--- src/rtl/fifo_burst_drainer.sv ---
// -----------------------------------------------------------------------------
// fifo_burst_drainer
//
// Read-side consumer for a synchronous show-ahead FIFO. Words are popped from
// the FIFO, passed through a one-word hold register (H) and an output register
// (O), and presented downstream as a valid/ready stream framed into bursts.
//
// H is a look-behind stage. A word's "last" flag can only be decided once it is
// known whether another word follows it. So a word waits in H until one of the
// following happens:
//   - the next word is present in the FIFO (not last), or
//   - the burst reaches BURST_LEN beats (last), or
//   - the FIFO stays empty for IDLE_TIMEOUT cycles (last), or
//   - flush is asserted (last).
//
// Parameters:
//   WIDTH        data word width (matches the FIFO)
//   BURST_LEN    maximum beats per burst (>=1)
//   IDLE_TIMEOUT idle cycles (>=1) before a held word is released as burst end
//
// Ports:
//   clk            clock
//   rst_n          asynchronous active-low reset
//   fifo_rd_en     pop strobe to the FIFO (combinational)
//   fifo_rd_data   FIFO head word (show-ahead)
//   fifo_empty     FIFO empty flag
//   m_valid        output beat valid
//   m_ready        downstream ready
//   m_data         output beat data
//   m_last         final beat of the burst
//   flush          level; force-closes the open burst
//   busy           hold or output register occupied
//   bursts_sent    count of completed bursts (last-beat handshakes); wraps
// -----------------------------------------------------------------------------
module fifo_burst_drainer #(
  parameter int WIDTH        = 64,
  parameter int BURST_LEN    = 8,
  parameter int IDLE_TIMEOUT = 16
) (
  input  logic             clk,
  input  logic             rst_n,
  output logic             fifo_rd_en,
  input  logic [WIDTH-1:0] fifo_rd_data,
  input  logic             fifo_empty,
  output logic             m_valid,
  input  logic             m_ready,
  output logic [WIDTH-1:0] m_data,
  output logic             m_last,
  input  logic             flush,
  output logic             busy,
  output logic [31:0]      bursts_sent
);

  // A one-beat burst still needs a (constant zero) beat counter.
  localparam int BEAT_W = (BURST_LEN > 1) ? $clog2(BURST_LEN) : 1;
  // The idle counter must be able to hold IDLE_TIMEOUT itself.
  localparam int IDLE_W = $clog2(IDLE_TIMEOUT + 1);

  localparam logic [BEAT_W-1:0] BEAT_MAX = BEAT_W'(BURST_LEN - 1);
  localparam logic [IDLE_W-1:0] IDLE_MAX = IDLE_W'(IDLE_TIMEOUT);

  // ---------------------------------------------------------------------------
  // State
  // ---------------------------------------------------------------------------
  logic             h_valid_q, h_valid_d;
  logic [WIDTH-1:0] h_data_q,  h_data_d;

  logic             o_valid_q, o_valid_d;
  logic [WIDTH-1:0] o_data_q,  o_data_d;
  logic             o_last_q,  o_last_d;

  logic [BEAT_W-1:0] beat_cnt_q, beat_cnt_d;
  logic [IDLE_W-1:0] idle_cnt_q, idle_cnt_d;
  logic [31:0]       bursts_q,   bursts_d;

  // ---------------------------------------------------------------------------
  // Release / pop decisions
  // ---------------------------------------------------------------------------
  logic o_free;
  logic at_burst_max;
  logic timed_out;
  logic rel;
  logic rel_last;
  logic pop;

  always_comb begin
    o_free       = !o_valid_q || m_ready;
    at_burst_max = (beat_cnt_q == BEAT_MAX);
    timed_out    = (idle_cnt_q == IDLE_MAX);

    rel = h_valid_q && o_free &&
          (flush || at_burst_max || !fifo_empty || timed_out);

    // Priority flush > burst limit > next word present > timeout. Given that a
    // release is happening, the only way it is not a last beat is a waiting
    // follower word with neither flush nor the burst limit active, so the
    // flag reduces to the expression below.
    rel_last = flush || at_burst_max || fifo_empty;

    // H refills on the same edge it empties, so popping can keep one word per
    // cycle flowing. The reset term keeps the strobe quiet while the
    // registers are held in reset even if the FIFO already has data.
    pop = rst_n && !fifo_empty && (!h_valid_q || rel);
  end

  // ---------------------------------------------------------------------------
  // Next-state logic
  // ---------------------------------------------------------------------------
  always_comb begin
    h_valid_d  = h_valid_q;
    h_data_d   = h_data_q;
    o_valid_d  = o_valid_q;
    o_data_d   = o_data_q;
    o_last_d   = o_last_q;
    beat_cnt_d = beat_cnt_q;
    idle_cnt_d = idle_cnt_q;
    bursts_d   = bursts_q;

    // Hold register: a pop always wins because it replaces the word that is
    // being released on the same edge.
    if (pop) begin
      h_valid_d = 1'b1;
      h_data_d  = fifo_rd_data;
    end else if (rel) begin
      h_valid_d = 1'b0;
    end

    // Output register: loads on release, otherwise drains on handshake and
    // holds data/last stable under backpressure.
    if (rel) begin
      o_valid_d = 1'b1;
      o_data_d  = h_data_q;
      o_last_d  = rel_last;
    end else if (o_valid_q && m_ready) begin
      o_valid_d = 1'b0;
    end

    // Beat position inside the open burst; zero means no burst is open.
    if (rel) begin
      if (rel_last) begin
        beat_cnt_d = '0;
      end else begin
        beat_cnt_d = beat_cnt_q + BEAT_W'(1);
      end
    end

    // Idle counter only runs while a word is parked in H with nothing behind
    // it, and saturates so the timeout condition stays asserted until the
    // output register frees up.
    if (pop || rel) begin
      idle_cnt_d = '0;
    end else if (h_valid_q && fifo_empty && !timed_out) begin
      idle_cnt_d = idle_cnt_q + IDLE_W'(1);
    end

    if (o_valid_q && m_ready && o_last_q) begin
      bursts_d = bursts_q + 32'd1;
    end
  end

  // ---------------------------------------------------------------------------
  // State registers
  // ---------------------------------------------------------------------------
  always_ff @(posedge clk or negedge rst_n) begin
    if (!rst_n) begin
      h_valid_q  <= 1'b0;
      h_data_q   <= '0;
      o_valid_q  <= 1'b0;
      o_data_q   <= '0;
      o_last_q   <= 1'b0;
      beat_cnt_q <= '0;
      idle_cnt_q <= '0;
      bursts_q   <= '0;
    end else begin
      h_valid_q  <= h_valid_d;
      h_data_q   <= h_data_d;
      o_valid_q  <= o_valid_d;
      o_data_q   <= o_data_d;
      o_last_q   <= o_last_d;
      beat_cnt_q <= beat_cnt_d;
      idle_cnt_q <= idle_cnt_d;
      bursts_q   <= bursts_d;
    end
  end

  // ---------------------------------------------------------------------------
  // Outputs
  // ---------------------------------------------------------------------------
  assign fifo_rd_en  = pop;
  assign m_valid     = o_valid_q;
  assign m_data      = o_data_q;
  assign m_last      = o_last_q;
  assign busy        = h_valid_q || o_valid_q;
  assign bursts_sent = bursts_q;

endmodule

--- config.mk ---
export PLATFORM = sky130hd
export DESIGN_NAME = fifo_burst_drainer
export DESIGN_NICKNAME = d
export VERILOG_FILES = /design/src/rtl/fifo_burst_drainer.sv
export SDC_FILE = /design/constraint.sdc
export NUM_CORES = 1
export LEC_CHECK = 0
export ABC_AREA = 1
export CAP_MARGIN = 20
export CORE_MARGIN = 2
export CORE_UTILIZATION = 45
export DETAILED_ROUTE_END_ITERATION = 8
export HOLD_SLACK_MARGIN = 0.02
export MAX_ROUTING_LAYER = met4
export PLACE_DENSITY = 0.76
export SYNTH_ARGS = -nofsm -noshare
export SYNTH_HDL_FRONTEND = slang
export SYNTH_SLANG_ARGS = --single-unit
--- constraint.sdc ---
create_clock -name clk -period 1.9 [get_ports clk]
set_clock_uncertainty 0.05 [all_clocks]
set_input_delay 0.57 -clock clk [delete_from_list [all_inputs] [get_ports clk]]
set_output_delay 0.57 -clock clk [all_outputs]
set_load 0.05 [all_outputs]
==> results.yml <==
layout:
  post-route-util_pct: 65.6
  layout_commonest_cell: "nand2_1"
  area_delta_synth_final_pct: 42.7
  seq_area_um2: 4280
  fin_nets: 1156
  drive_gt1_share_pct: 18.3
  multi_input_area_um2: 2710
  n_antenna_cell: 0
  fillCellCount: 1299
  most-common-layout-cells: "nand2_1, dfrtp_1, buf_4, clkdlybuf4s50_1, nor2_1"
power_and_ir_drop:
  power.static_leakage_uw: 0.00539
  power_density_nw_per_um2: 1560
  pwr-share-seq_pct: 36.3
  clock_power_share_pct: 21.3
  power_uw: 16300
  netSwitchingPower_uw: 6800
  intPower_uw: 9480
  max-vdd-ir-drop_v: 0.00122
  swShare_pct: 41.8
  power_frac_comb_pct: 42.4
placement:
  dpl_worst_slack_ns: -0.645
  io_buffer_count: 168
  hpwlAfterDp_um: 12000
  place_congestion: 0.903
clock_tree:
  path_clk_slew_ns: 0.06
  cts_buffers: 17
  clockRootBuffer: "clkbuf_16"
  worstSkewPairLatency_ns: 0.43
  cts.sinks: 171
  cts_buffer_depth: 2
  postCtsHoldBufs: 0
  tritoncts: "built"
  h-tree-depth: 4
timing:
  layout_min_cycle_time_ns: 2.45
  worst_pin_slew_ns: 0.920
  relSlewSlack_pct: 38.7
  finalHoldViolCount: 0
  setup_slack_ns: -0.553
  slew_violations: 0
  fin_crit_sh_pct: 129
  clock.fmax_mhz: 408
  rsz0062_at_grt: "true"
  finalSetupViolCount: 90
grt:
  track_usage_pct: 23.7
  grt_max_degree: 172
  antenna_found_initial: 0
  grt_pass1_wl_um: 31600
  grt_pass1_vias: 6314
  grt.overflow.total: 0
logic_synthesis:
  synthTopCellsByArea: "dfrtp_1, nand2_1, nor2_1"
  synth_cell_types: 25
  synth_cells: 883
  synth_top_cell_by_area: "dfrtp_1"
  synth_seq_area_share_pct: 58.6
  synth_top_area_share_pct: 58.6
  syn_nets: 957
  yosys_warnings: 0
  syn_area_um2: 7310
  ys_seq_elements: 171
  syn_area_per_cell_um2: 8.27
critical_path:
  max_stage_delay_ns: 0.41
  worstRegToRegCells: 13
  rr_startpoint: "beat_cnt_q[1]"
  worstSetupEndpointType: "primary output"
  crit_buf_inv: 3
  crit_cells: 11
  crit_slowest_cell: "dfrtp_1"
  crit_chain: "ha_4 > ha_4 > inv_2 > nand2_2 > nor2_1 > nand2_1 > nand2_2 > nand2_2 > nand2_2 > inv_2 > buf_12"
  startpoint: "beat_cnt_q[0]"
  path_common_cell: "nand2_2"
  path_delay_family: "simple AND/OR/NAND/NOR gates"
  arrival_ns: 1.83
  required_ns: 1.28
  cp_max_fo: 2
  crit_type: "reg2out"
  rrSetupSlack_ns: -0.26
  start_kind: "register"
die:
  die-area_um2: 17300
  fp-row-count: 46
  die_y_um: 131
  coreArea_um2: 15900
  die_w_um: 131
  initial_core_util_pct: 46.0
  io_pins: 169
status:
  outcome: "finished, violations left"
  violations: "setup timing"
route:
  routedWlPerCell_um: 14.5
  dr.pass1.iters: 4
  vias_per_cell: 4.78
  drc: 0
  routed_wl_um: 19000
  ant_nets: 0
  vias: 6262
  drt_iter0_drc: 436
min_path:
  hold_class: "in2async"
run:
  maxCapViolCount: 0
==> cell usage after synthesis, drive strengths merged <==
cell / count
nand2: 501
dfrtp: 171
nor2: 68
inv: 45
buf: 23
nand3: 22
xor2: 11
xnor2: 10
nand4: 8
clkbuf: 6
ha: 5
nor3: 5
a21oi: 2
a22o: 2
o21ai: 2
and2: 1
nand3b: 1
==> final cells by class <==
class / count / area share (%)
multi-input cells: 638 / 26.0
clock buffers: 20 / 4.38
well taps: 216 / 2.59
repair buffers: 209 / 23.0
clock inverters: 12 / 1.33
inverters: 45 / 1.62
flip-flops and latches: 171 / 41.1
==> stage by stage <==
step	cell area [µm²]	hold slack (ns)	instances	setup TNS, ns
global route	10400	0.346	1311	-30.13
finish	10400	0.229	1311	-16.17
global placement	9590	0.397	1272	-60.23
floorplan	7320	0.224	883	-0.107
CTS	10400	0.315	1310	-14.03
detailed placement	9590	0.404	1272	-64.14
==> worst register-to-register path: stages (launching register included) <==
cell     delay, ns
dfrtp_1       0.40
ha_4          0.17
ha_4          0.12
inv_2         0.03
nand2_2       0.05
nor2_1        0.04
nand2_1       0.07
nand2_2       0.07
nand2_2       0.08
nand2_2       0.06
inv_2         0.09
buf_4         0.57
nand2_1       0.22
nand2_1       0.10
==> final timing paths <==
| path | end |
|---|---|
| setup / recovery | fifo_rd_en |
| hold / removal | idle_cnt_q[3] |
| setup reg to reg | h_data_q[0] |
| hold reg to reg | m_data[55] |
| max in group asynchronous | h_data_q[51] |
| min in group clk | m_data[55] |
==> layer usage <==
| metal | vias up | wire, µm | track usage [%] |
|---|---|---|---|
| met5 | - | 0 | - |
| met2 | 220 | 9260 | 37.8 |
| li1 | 3066 | - | - |
| met4 | 0 | 280 | 7.73 |
| met3 | 23 | 1270 | 5.59 |
| met1 | 2953 | 8200 | 30.2 |
==> repair_timing <==
action	4_1_cts	5_1_grt
endpoints found under the hold margin	0	0
pin swaps	4	3
buffers inserted	11	2
endpoints found under the setup margin	104	143
resized for setup	10	8
gates cloned	5	0
==> power groups by stage <==
stage / Sequential, µW / Combinational (µW) / Clock [µW]
CTS: 5890 / 6910 / 3560
global route: 6090 / 7430 / 3710
detailed placement: 5890 / 6610 / 0
global placement: 5890 / 6440 / 0
floorplan: 7920 / 2080 / 0
finish: 5910 / 6890 / 3470
==> logic make-up after synthesis <==
kind of cell | synth area share, %
and+or+nand+nor | 32.6
DFF | 58.6
buffers and inverters | 4.90
xor gates and xnor gates | 2.52
AOI/OAI and AO/OA | 0.514
adders and majority gates | 0.856
==> flip-flops by register name (all words and copies together), names as in the netlist <==
name         count
h_valid_q        1
m_data          64
m_valid          1
beat_cnt_q       3
m_last           1
idle_cnt_q       5
h_data_q        64
bursts_sent     32
Power figures use the tool's default switching activity.
